[src/rtl/dom_pkg.sv]
// Shared helpers for the pipelined DOM AND gadget.
// Holds the randomness index mapping for cross-domain share products,
// the randomness count per lane, flat-bus slice helpers and the default
// starvation-counter width. Imported by dom_and_lane and dom_and_pipe.
package dom_pkg;

    localparam int unsigned CntWDefault = 16;

    // Fresh random words needed per lane for d shares.
    function automatic int unsigned num_rnd(input int unsigned d);
        return d * (d - 1) / 2;
    endfunction

    // Random word shared by cross terms [i][j] and [j][i]; only meaningful for i != j.
    function automatic int unsigned rnd_idx(input int unsigned i, input int unsigned j);
        int unsigned lo;
        int unsigned hi;
        lo = (i < j) ? i : j;
        hi = (i < j) ? j : i;
        return lo + hi * (hi - 1) / 2;
    endfunction

    // LSB of lane n, share s in a share-packed bus.
    function automatic int unsigned share_lsb(input int unsigned n, input int unsigned s,
                                              input int unsigned d, input int unsigned w);
        return (n * d + s) * w;
    endfunction

    // LSB of lane n, random word k in a randomness bus.
    function automatic int unsigned rnd_lsb(input int unsigned n, input int unsigned k,
                                            input int unsigned z, input int unsigned w);
        return (n * z + k) * w;
    endfunction

endpackage

[src/rtl/dom_and_lane.sv]
// One lane of the DOM AND gadget.
// Computes all D*D share products, blinds each cross-domain pair with one
// shared random word, registers every term, then XOR-compresses per share.
// Ports:
//   clk, rst  - clock, synchronous active-high reset (clears all terms)
//   load_i    - capture a new set of terms
//   flush_i   - zero the terms (ignored when load_i is high)
//   a_i, b_i  - D shares of W bits each, share s at [s*W +: W]
//   r_i       - num_rnd(D) random words, word k at [k*W +: W]
//   c_o       - D output shares, combinational from the term register only
module dom_and_lane
    import dom_pkg::*;
#(
    parameter int unsigned D = 2,
    parameter int unsigned W = 1
) (
    input  logic                    clk,
    input  logic                    rst,
    input  logic                    load_i,
    input  logic                    flush_i,
    input  logic [D*W-1:0]          a_i,
    input  logic [D*W-1:0]          b_i,
    input  logic [num_rnd(D)*W-1:0] r_i,
    output logic [D*W-1:0]          c_o
);

    // Term [i][j] at [(i*D+j)*W +: W].
    logic [D*D*W-1:0] term_q;
    logic [D*D*W-1:0] term_d;

    always_comb begin
        term_d = term_q;
        if (load_i) begin
            for (int unsigned i = 0; i < D; i++) begin
                for (int unsigned j = 0; j < D; j++) begin
                    term_d[(i*D+j)*W +: W] = a_i[i*W +: W] & b_i[j*W +: W];
                    if (i != j) begin
                        term_d[(i*D+j)*W +: W] = term_d[(i*D+j)*W +: W]
                                                 ^ r_i[rnd_idx(i, j)*W +: W];
                    end
                end
            end
        end else if (flush_i) begin
            term_d = '0;
        end
    end

    always_ff @(posedge clk) begin
        if (rst) begin
            term_q <= '0;
        end else begin
            term_q <= term_d;
        end
    end

    always_comb begin
        c_o = '0;
        for (int unsigned i = 0; i < D; i++) begin
            for (int unsigned j = 0; j < D; j++) begin
                c_o[i*W +: W] = c_o[i*W +: W] ^ term_q[(i*D+j)*W +: W];
            end
        end
    end

endmodule

[src/rtl/dom_and_pipe.sv]
// Handshaked, one-stage pipelined D-share DOM AND over N lanes of W bits.
// Operands and fresh randomness arrive on separate valid/ready channels and
// are consumed together only when both are valid and the output stage is free.
// Ports:
//   clk, rst                  - clock, synchronous active-high reset
//   in_valid_i / in_ready_o   - operand channel (a_i, b_i)
//   rnd_valid_i / rnd_ready_o - randomness channel (rnd_i)
//   out_valid_o / out_ready_i - result channel (c_o)
//   starve_cnt_o              - saturating count of cycles starved of randomness
// Optional build macro DOM_AND_PIPE_FLUSH_EN: zero the term registers when the
// result drains without a new load, so an idle stage holds no share data.
module dom_and_pipe
    import dom_pkg::*;
#(
    parameter int unsigned D     = 2,
    parameter int unsigned W     = 1,
    parameter int unsigned N     = 5,
    parameter int unsigned CNT_W = CntWDefault
) (
    input  logic                      clk,
    input  logic                      rst,
    input  logic                      in_valid_i,
    output logic                      in_ready_o,
    input  logic [N*D*W-1:0]          a_i,
    input  logic [N*D*W-1:0]          b_i,
    input  logic                      rnd_valid_i,
    output logic                      rnd_ready_o,
    input  logic [N*num_rnd(D)*W-1:0] rnd_i,
    output logic                      out_valid_o,
    input  logic                      out_ready_i,
    output logic [N*D*W-1:0]          c_o,
    output logic [CNT_W-1:0]          starve_cnt_o
);

    localparam int unsigned Z = num_rnd(D);

    logic             stage_free;
    logic             fire;
    logic             flush;
    logic             out_valid_q;
    logic             out_valid_d;
    logic [CNT_W-1:0] starve_cnt_q;
    logic [CNT_W-1:0] starve_cnt_d;

    // Each ready depends only on the other channel's valid, never its own.
    always_comb begin
        stage_free  = !out_valid_q || out_ready_i;
        fire        = in_valid_i && rnd_valid_i && stage_free;
        in_ready_o  = rnd_valid_i && stage_free;
        rnd_ready_o = in_valid_i && stage_free;
    end

`ifdef DOM_AND_PIPE_FLUSH_EN
    assign flush = out_valid_q && out_ready_i && !fire;
`else
    assign flush = 1'b0;
`endif

    always_comb begin
        out_valid_d = out_valid_q;
        if (fire) begin
            out_valid_d = 1'b1;
        end else if (out_ready_i) begin
            out_valid_d = 1'b0;
        end
    end

    always_comb begin
        starve_cnt_d = starve_cnt_q;
        if (in_valid_i && !rnd_valid_i && stage_free && (starve_cnt_q != {CNT_W{1'b1}})) begin
            starve_cnt_d = starve_cnt_q + CNT_W'(1);
        end
    end

    always_ff @(posedge clk) begin
        if (rst) begin
            out_valid_q  <= 1'b0;
            starve_cnt_q <= '0;
        end else begin
            out_valid_q  <= out_valid_d;
            starve_cnt_q <= starve_cnt_d;
        end
    end

    assign out_valid_o  = out_valid_q;
    assign starve_cnt_o = starve_cnt_q;

    for (genvar n = 0; n < N; n++) begin : g_lane
        dom_and_lane #(
            .D (D),
            .W (W)
        ) u_lane (
            .clk     (clk),
            .rst     (rst),
            .load_i  (fire),
            .flush_i (flush),
            .a_i     (a_i[n*D*W +: D*W]),
            .b_i     (b_i[n*D*W +: D*W]),
            .r_i     (rnd_i[n*Z*W +: Z*W]),
            .c_o     (c_o[n*D*W +: D*W])
        );
    end

endmodule
[config.mk]
export PLATFORM = sky130hd
export DESIGN_NAME = dom_and_pipe
export DESIGN_NICKNAME = d
export VERILOG_FILES = /design/src/rtl/dom_pkg.sv /design/src/rtl/dom_and_lane.sv /design/src/rtl/dom_and_pipe.sv
export SDC_FILE = /design/constraint.sdc
export NUM_CORES = 1
export LEC_CHECK = 0
export BUFFER_PORTS_ARGS = -buffer_cell sky130_fd_sc_hd__buf_4
export CAP_MARGIN = 10
export CORE_MARGIN = 10
export CORE_UTILIZATION = 40
export CTS_BUF_LIST = sky130_fd_sc_hd__clkbuf_2
export DETAILED_ROUTE_END_ITERATION = 16
export PLACE_DENSITY = 0.69
export SLEW_MARGIN = 15
export SYNTH_ARGS = -nofsm -noshare
export SYNTH_HDL_FRONTEND = slang
export SYNTH_HIERARCHICAL = 1
export SYNTH_SLANG_ARGS = --single-unit
export TNS_END_PERCENT = 100
[constraint.sdc]
create_clock -name clk -period 2.87 [get_ports clk]
set_input_delay 0.287 -clock clk [delete_from_list [all_inputs] [get_ports clk]]
set_output_delay 0.287 -clock clk [all_outputs]
set_load 0.02 [all_outputs]
==> results of run 1 <==
[flip-flops by register name (all words and copies together), names as in the netlist]
signal	flops
g_lane.u_lane/term_q	20
starve_cnt_o	16
out_valid_o	1
[layout by cell type (no fill, tap or decap), types with 2 or more instances in the layout]
master	Yosys	layout
nor3b_1	10	10
mux2i_1	2	2
mux2_2	2	2
nor2b_1	6	6
a21oi_1	10	10
clkbuf_2	0	6
nor3_1	4	4
or3_1	2	2
o31ai_1	8	8
buf_4	0	61
nand4_2	2	2
conb_1	1	20
and2_1	2	2
nand2_1	18	18
nor2_1	16	16
inv_1	6	6
dfxtp_1	37	37
or4_1	9	9
nand3_1	25	25
or3b_1	10	10
o21ai_0	3	3
xor2_1	10	10
a31oi_1	20	20
[layout make-up]
class | instances | area (sq um) | area share (%)
inverters | 6 | 22.5 | 0.862
well taps | 67 | 83.8 | 3.21
flip-flops and latches | 37 | 741 | 28.4
repair buffers | 61 | 458 | 17.5
multi-input cells | 197 | 1240 | 47.6
clock buffers | 6 | 30.0 | 1.15
clock inverters | 2 | 33.8 | 1.29
[routing by layer]
metal	vias to the layer above	part of all wire [%]	global-route usage, %
met2	52	45	17.9
met5	-	0	0
met3	2	6.7	5.19
met4	0	0.46	3.52
li1	997	-	-
met1	892	48	14.0
[worst paths after layout]
path / slack (ns) / to / startpoint
max: 0.96 / starve_cnt_o[8] / starve_cnt_o[0]
min: 0.16 / out_valid_o / in_valid_i
max reg2reg: 0.96 / starve_cnt_o[8] / starve_cnt_o[0]
min reg2reg: 0.52 / starve_cnt_o[14] / starve_cnt_o[14]
[power by group]
part           leakage (nW)  internal, mW  total (mW)  switching (mW)
logic                 0.732        0.0658       0.142          0.0765
registers             0.300         0.526       0.534         0.00839
clock network        0.0406         0.149       0.322           0.173
total                  1.07         0.740       0.998           0.258
[metrics by stage]
stage          std cells  utilization, %  setup slack (ns)  instance area [sq um]  total power [mW]
2_1_floorplan        250               -              1.04                   2110             0.621
3_3_place_gp         368            52.9              1.07                   2550             0.687
3_5_place_dp         368            52.9              1.00                   2550             0.688
4_1_cts              376            54.2             0.972                   2610              1.01
5_1_grt              376            54.2             0.845                   2610              1.06
6_report             376            54.2             0.960                   2610             0.998
[worst reg2reg max path: stages (launching register included)]
cell	delay, ns
dfxtp_1	0.49
ha_1	0.29
nand4_1	0.34
or4_1	0.60
a21oi_1	0.15
[cells by family after synthesis]
logic type	count (synthesis)
AND/OR/NAND/NOR	117
AO/OA/AOI/OAI	45
flip-flops	37
buffers and inverters	16
XOR/XNOR	10
multiplexers	4
adder cells (fa/ha/maj)	1
other	1
==> reports/qor.txt, run 1 <==
initial antenna violation count: 0
WP data arrival: 2.23 ns
register area share after synthesis: 36.4%
Final period util: 66.5%
via count: 1943
Critical Path Slowest Stage Cell: or4_1
fraction of registers with async set/reset: 0%
diodes inserted: 0
1st-iter DRT viols: 76
Final min period: 1.91 ns
setup TNS: 0 ns
CTS tree: built
DIE AREA: 8340 sq um
CTS Sinks: 37
DP HPWL: 3.79 mm
number of hold buffers added after cts: 0
DR DRC count: 0
vias in the first global route: 1809
final hold vios: 0
I/O Buffers: 58
CP Capture Type: flip-flop
Core ar.: 4820 sq um
DR pass1 iterations: 4
Gate Count Post-Synth: 231
Synth top area share: 36.4%
Final setup violation count: 0
maximum vdd drop: 0.197 mV
XOR/XNOR Fraction of Synth Area: 4.31%
max cap viols: 0
most frequent cells after synthesis: dfxtp_1 (37), nand3_1 (25), a31oi_1 (20), nand2_1 (18), nor2_1 (16)
WP depth: 4
status: complete, no violations
CP bufs+invs: 0
GRT overflow: 0
CP required: 3.19 ns
Rows: 25
ANT nets after route: 0
max-slew violations: 0
Hold Slack: 0.161 ns
Mean Syn Cell Area: 8.81 sq um
CTS Buf Count: 5
# IOs: 59
EDFF count, synth: 0
Hold Crit Class: in -> reg
CP Class: reg -> reg
synth top area cells: dfxtp_1 (36%), a31oi_1 (6.2%), nand3_1 (6.2%)
area added between synthesis and finish: 28.4%
Simple-Gate Fraction of Synth Area: 35.7%
initial cell density of the core: 42.2%
root cell of the clock tree: clkbuf_2
CP top delay family: simple AND/OR/NAND/NOR gates
post-synthesis cell area: 2030 sq um
synth warn: 6
Max FO, Critical Path: 9
hold path depth: 3
Worst Reg2Reg Path Length in Cells: 4
Via density: 5.17
# Post-CTS Setup Buffers: 0
Clock Skew: 0.00601 ns
final WL: 5.01 mm
CP Cell Sequence: ha_1 -> nand4_1 -> or4_1 -> a21oi_1
Clock Latency Late Sink: 0.37 ns
Fillers: 494
Die X: 91.3 um
maximum root-to-sink buffer count: 2
Lkg Pwr: 1.07 nW
RSZ-0062 raised after global routing: false
Die Span Y: 91.3 um
Yosys cell types: 42
Pwr per Cell Area: 382 nW/um^2
first-pass GRT wire length: 8.11 mm
main combinational cell family by area after synthesis: simple AND/OR/NAND/NOR gates
multiplexer area fraction after synthesis: 2.09%
Critical Path Max Stage Delay: 0.60 ns
critical path launch point type: flip-flop
compound-cell area share of the yosys netlist: 14.8%
GRT Util Overall: 11.6%
top_reg_cell synth: dfxtp_1
Placer Congestion: 0.790
post-synthesis adder-cell area fraction: 0.615%
proportion of layout cells with a drive suffix above 1: 26.9%
cell taking the most area after synthesis: dfxtp_1
Worst-path clk slew: 0.18 ns
final net count: 339
drt wl/cell: 13.3 um
number of gates resized after CTS: 0
fmax: 524 MHz
number of synthesized register bits: 37
largest net degree at the start of global routing: 38
most frequent cell after synthesis: dfxtp_1
H-tree depth: 2
(Power assumes the default switching activity.)
==> run 2: changes to the inputs <==
--- a/config.mk
+++ b/config.mk
@@ -5,13 +5,14 @@
 export SDC_FILE = /design/constraint.sdc
 export NUM_CORES = 1
 export LEC_CHECK = 0
+export ABC_AREA = 1
 export BUFFER_PORTS_ARGS = -buffer_cell sky130_fd_sc_hd__buf_4
 export CAP_MARGIN = 10
 export CORE_MARGIN = 10
 export CORE_UTILIZATION = 40
 export CTS_BUF_LIST = sky130_fd_sc_hd__clkbuf_2
 export DETAILED_ROUTE_END_ITERATION = 16
-export PLACE_DENSITY = 0.69
+export PLACE_DENSITY = 0.72
 export SLEW_MARGIN = 15
 export SYNTH_ARGS = -nofsm -noshare
 export SYNTH_HDL_FRONTEND = slang
==> constraint.sdc (replaced) <==
create_clock -name clk -period 1.7 [get_ports clk]
set_input_delay 0.17 -clock clk [delete_from_list [all_inputs] [get_ports clk]]
set_output_delay 0.17 -clock clk [all_outputs]
set_load 0.02 [all_outputs]
==> run 2 against run 1 <==
Total power grew 56%. Area after synthesis shrank 4.9%. Final cell count grew 11%. Worst setup slack got worse by 0.79 ns. Non-clock buffer count is 1 lower. Flip-flop and latch count stayed put. Sequential power rose by 69%. Hold slack worse by 0.11 ns. Critical path type unchanged. Critical endpoint is now starve_cnt_o[1].
==> reports/qor.txt, run 2 <==
critical path launch point type: flip-flop
most frequent cells in the layout: nand2_1 (87), buf_4 (59), nand3_1 (48), nor2_1 (42), dfxtp_1 (37)
top_reg_cell synth: dfxtp_1
Lkg Pwr: 1.14 nW
Yosys cell types: 17
Via density: 4.81
setup TNS: 0 ns
CTS Buf Count: 5
final WL: 4.68 mm
maximum root-to-sink buffer count: 2
Gate Count Post-Synth: 294
CP Capture Type: flip-flop
most frequent cell after synthesis: nand2_1
non-filler cells, final: 418
1st-iter DRT viols: 65
WP data arrival: 1.87 ns
multiplexer area fraction after synthesis: 0%
commonest non-fill, non-tap cell in the layout: nand2_1
Mean Syn Cell Area: 6.58 sq um
CP required: 2.04 ns
area added between synthesis and finish: 29.4%
CTS Sinks: 37
first-pass GRT wire length: 7.52 mm
Worst R2R End: starve_cnt_o[1]
Die X: 89.6 um
Final setup violation count: 0
Final period util: 89.8%
fraction of registers with async set/reset: 0%
Die Span Y: 89.6 um
hold path depth: 4
Rows: 25
largest net degree at the start of global routing: 26
Worst-path clk slew: 0.18 ns
Clock Latency Late Sink: 0.38 ns
cell taking the most area after synthesis: dfxtp_1
Hold Crit Class: in -> reg
total power: 1.55 mW
Core ar.: 4690 sq um
max-slew violations: 0
# IOs: 59
proportion of layout cells with a drive suffix above 1: 22.3%
initial antenna violation count: 0
Internal: 1.10 mW
clock network fraction of design power: 25.3%
Reg with most FFs: g_lane.u_lane/term_q
GRT Util Overall: 11.8%
RSZ-0062 raised after global routing: false
root cell of the clock tree: clkbuf_2
reg2reg setup slack: 0.17 ns
vias in the first global route: 1798
GRT overflow: 0
Sw Ratio: 29.2%
H-tree depth: 2
Simple-Gate Fraction of Synth Area: 43.4%
DIE AREA: 8020 sq um
maximum vdd drop: 0.353 mV
fmax: 655 MHz
net switching power: 453 uW
XOR/XNOR Fraction of Synth Area: 4.52%
final net count: 394
CTS tree: built
via count: 2011
DR DRC count: 0
Reg power frac: 58.2%
most frequent cells after synthesis: nand2_1 (87), nand3_1 (48), nor2_1 (43), dfxtp_1 (37), a21oi_1 (29)
Clock Skew: 0.00404 ns
initial cell density of the core: 41.3%
Largest register FFs: 20
synth warn: 6
Worst Reg2Reg Path Length in Cells: 9
CP Class: reg -> reg
Worst R2R Start: starve_cnt_o[0]
hold wc startpoint: out_ready_i
DR pass1 iterations: 4
placed insts: 409
post-synthesis cell area: 1940 sq um
final hold vios: 0
Worst Hold Endpoint: out_valid_o
drt wl/cell: 11.2 um
register area share after synthesis: 38.3%
synth top area cells: dfxtp_1 (38%), nand2_1 (17%), nand3_1 (12%)
DP HPWL: 3.69 mm
diodes inserted: 0
Placer Congestion: 0.832
Final min period: 1.53 ns
Slew @ Worst Pin: 0.563 ns
I/O Buffers: 58
main combinational cell family by area after synthesis: simple AND/OR/NAND/NOR gates
Synth top area share: 38.3%
number of synthesized register bits: 37
compound-cell area share of the yosys netlist: 8.27%
Rel. slew slack: 62.4%
status: complete, no violations
max cap viols: 0
EDFF count, synth: 0
Pwr per Cell Area: 620 nW/um^2
ANT nets after route: 0
post-synthesis adder-cell area fraction: 0.646%
Logic pwr share: 16.5%
Max FO, Critical Path: 5
## run 2: final cells by class
class	instances	area [sq um]
multi-input combinational	239	1130
clock buffer	5	25.0
sequential	37	741
fill	481	2190
tap	54	67.6
inverter	20	75.1
clock inverter	3	17.5
timing repair buffer	60	453
## run 2: kinds of logic after synthesis
logic type               after synthesis
AND/OR/NAND/NOR                      191
flip-flops                            37
AO/OA/AOI/OAI                         32
buffers and inverters                 22
XOR/XNOR                              10
adder cells (fa/ha/maj)                1
other                                  1
## run 2: through the flow
step | hold WS (ns) | cell area, sq um | setup WS, ns | utilization (%)
final | 0.0464 | 2500 | 0.174 | 53.4
after global routing | 0.00197 | 2500 | 0.000841 | 53.4
after CTS | 0.00507 | 2490 | 0.0387 | 53.1
after detailed placement | 0.469 | 2450 | 0.0719 | 52.2
after global placement | 0.460 | 2450 | 0.0996 | 52.2
after floorplan | 0.239 | 1950 | 0.172 | -
## run 2: layer usage
metal	global-route usage, %	wire [um]	up-vias
met3	5.29	441	4
li1	-	-	1092
met5	0	0	-
met4	4.19	31	0
met2	19.1	2070	54
met1	13.3	2130	861
## run 2: timing repair
action / in CTS / in global routing
buffers inserted: 0 / 0
endpoints found under the setup margin: 0 / 21
endpoints found under the hold margin: 0 / 1
gates resized for setup: 0 / 1
hold buffers: 0 / 1
## run 2: power by group through the flow
stage          Sequential [mW]  Clock (mW)  Combinational [mW]
3_3_place_gp             0.921           0               0.254
5_1_grt                  0.907       0.455               0.286
3_5_place_dp             0.921           0               0.256
2_1_floorplan            0.925           0               0.121
4_1_cts                  0.904       0.423               0.257
6_report                 0.903       0.393               0.256
## run 2: how the worst max path moves through the flow
stage	startpoint	to	slack, ns	cells past startpoint
global route	starve_cnt_o[0]	starve_cnt_o[6]	0.0008	7
floorplan	starve_cnt_o[0]	starve_cnt_o[13]	0.17	7
CTS	out_valid_o	g_lane[4].u_lane/term_q[3]	0.04	5
detailed placement	out_valid_o	g_lane[1].u_lane/term_q[1]	0.07	6
global placement	out_valid_o	g_lane[2].u_lane/term_q[0]	0.1	5
finish	starve_cnt_o[0]	starve_cnt_o[1]	0.17	9
## run 2: critical path: stages (launching register included)
cell     delay [ns]
dfxtp_1        0.43
ha_1           0.19
inv_1          0.08
nor2_4         0.18
nand2_1        0.11
nor2_2         0.18
nor2_1         0.10
nand2_1        0.08
nand2_1        0.05
nor2_1         0.09
==> run 3: changes to the inputs <==
--- a/config.mk
+++ b/config.mk
@@ -9,10 +9,10 @@
 export BUFFER_PORTS_ARGS = -buffer_cell sky130_fd_sc_hd__buf_4
 export CAP_MARGIN = 10
 export CORE_MARGIN = 10
-export CORE_UTILIZATION = 40
+export CORE_UTILIZATION = 35
 export CTS_BUF_LIST = sky130_fd_sc_hd__clkbuf_2
 export DETAILED_ROUTE_END_ITERATION = 16
-export PLACE_DENSITY = 0.72
+export PLACE_DENSITY = 0.65
 export SLEW_MARGIN = 15
 export SYNTH_ARGS = -nofsm -noshare
 export SYNTH_HDL_FRONTEND = slang
==> run 3 against run 2 <==
Sequential power about the same. Combinational power about the same. First-iteration DRC count down 20%. Largest cell class unchanged. Total power down 0.66%. Clock skew up 0.0066 ns. Clock power down 3%. Maximum frequency up 1.7%. Global-route usage down 1.0 points. Die area up 11%. Flip-flop and latch count unchanged. Non-clock buffer count down 1.
==> reports/qor.txt, run 3 (synthesis results as in run 2) <==
Max FO, Critical Path: 4
via count: 1994
proportion of layout cells with a drive suffix above 1: 22.9%
# IOs: 59
area added between synthesis and finish: 30.1%
Worst Hold Endpoint: out_valid_o
most frequent cells in the layout: nand2_1 (87), buf_4 (59), nand3_1 (48), nor2_1 (42), dfxtp_1 (35)
WP data arrival: 1.33 ns
ANT nets after route: 0
Rows: 27
I/O Buffers: 58
Rel. slew slack: 61.3%
number of hold buffers added after cts: 0
Via density: 4.58
number of gates resized after CTS: 0
non-filler cells, final: 435
Largest register FFs: 20
CP Capture Type: primary output
Reg with most FFs: g_lane.u_lane/term_q
hold wc startpoint: out_ready_i
initial antenna violation count: 0
max-slew violations: 0
largest net degree at the start of global routing: 26
CP Class: reg -> out
Final setup violation count: 0
Placer Congestion: 0.827
GRT Util Overall: 10.7%
diodes inserted: 0
DR DRC count: 0
maximum root-to-sink buffer count: 2
CTS Buf Count: 5
initial cell density of the core: 35.6%
Worst R2R Start: starve_cnt_o[0]
CTS Sinks: 37
maximum vdd drop: 0.286 mV
Worst R2R End: starve_cnt_o[0]
commonest non-fill, non-tap cell in the layout: nand2_1
DR pass1 iterations: 4
DIE AREA: 8900 sq um
# Post-CTS Setup Buffers: 0
drt wl/cell: 11.3 um
Die Span Y: 94.4 um
GRT overflow: 0
hold path depth: 4
final WL: 4.90 mm
Pwr per Cell Area: 613 nW/um^2
Clock Skew: 0.0107 ns
Core ar.: 5440 sq um
first-pass GRT wire length: 7.98 mm
Worst-path clk slew: 0.18 ns
vias in the first global route: 1879
Clock Latency Late Sink: 0.37 ns
Final min period: 1.50 ns
1st-iter DRT viols: 52
Die X: 94.4 um
Hold Crit Class: in -> reg
root cell of the clock tree: clkbuf_2
fmax: 666 MHz
H-tree depth: 2
Final period util: 88.3%
reg2reg setup slack: 0.22 ns
RSZ-0062 raised after global routing: false
final hold vios: 0
final net count: 393
Worst Reg2Reg Path Length in Cells: 9
status: complete, no violations
critical path launch point type: flip-flop
setup TNS: 0 ns
total power: 1.54 mW
placed insts: 427
CTS tree: built
Hold Slack: 0.0572 ns
Lkg Pwr: 1.14 nW
Slew @ Worst Pin: 0.579 ns
max cap viols: 0
CP required: 1.53 ns
DP HPWL: 3.82 mm
[run 3: cell count changes in the layout (fill, tap and decap cells not counted), sizes merged]
cell         change
clkinvlp         -1
clkbuf           +1
dlygate4sd3      -1
[run 3: routing by layer]
layer	global-route usage (%)	wire [um]
met1	11.7	2160
met4	3.92	74
met3	4.20	397
met5	0	0
met2	18.4	2260
[run 3: worst max path at each step]
stage | from | endpoint | slack [ns] | cells past startpoint
after CTS | out_valid_o | g_lane[2].u_lane/term_q[2] | 0.006 | 6
after global placement | out_valid_o | g_lane[0].u_lane/term_q[1] | 0.08 | 6
after global routing | starve_cnt_o[0] | starve_cnt_o[1] | 0.03 | 9
final | out_valid_o | rnd_ready_o | 0.20 | 4
after detailed placement | out_valid_o | g_lane[3].u_lane/term_q[1] | 0.06 | 6
after floorplan | starve_cnt_o[0] | starve_cnt_o[13] | 0.17 | 7
[run 3: where the power goes]
group | leakage (nW) | switching, mW | total [mW] | internal [mW]
sequential | 0.301 | 0.0148 | 0.904 | 0.889
clock | 0.0327 | 0.279 | 0.382 | 0.103
combinational | 0.807 | 0.143 | 0.257 | 0.114
total | 1.14 | 0.436 | 1.54 | 1.11
[run 3: per-stage QoR]
stage	setup slack, ns	instance area (sq um)	utilization (%)
2_1_floorplan	0.172	1950	-
3_5_place_dp	0.0555	2470	45.4
3_3_place_gp	0.0777	2470	45.4
6_report	0.199	2520	46.3
5_1_grt	0.0299	2520	46.3
4_1_cts	0.00648	2510	46.1
[run 3: area by class of cell]
class / instances / area, sq um
clock inverters: 2 / 10.0
flip-flops and latches: 37 / 743
fillers: 582 / 2920
inverters: 20 / 75.1
clock buffers: 6 / 30.0
multi-input cells: 239 / 1130
repair buffers: 59 / 443
well taps: 72 / 90.1
[run 3: critical path: stages, from the launching register on]
cell     delay, ns
dfxtp_1       0.39
inv_1         0.04
nor2_1        0.28
nor2_1        0.08
buf_4         0.17
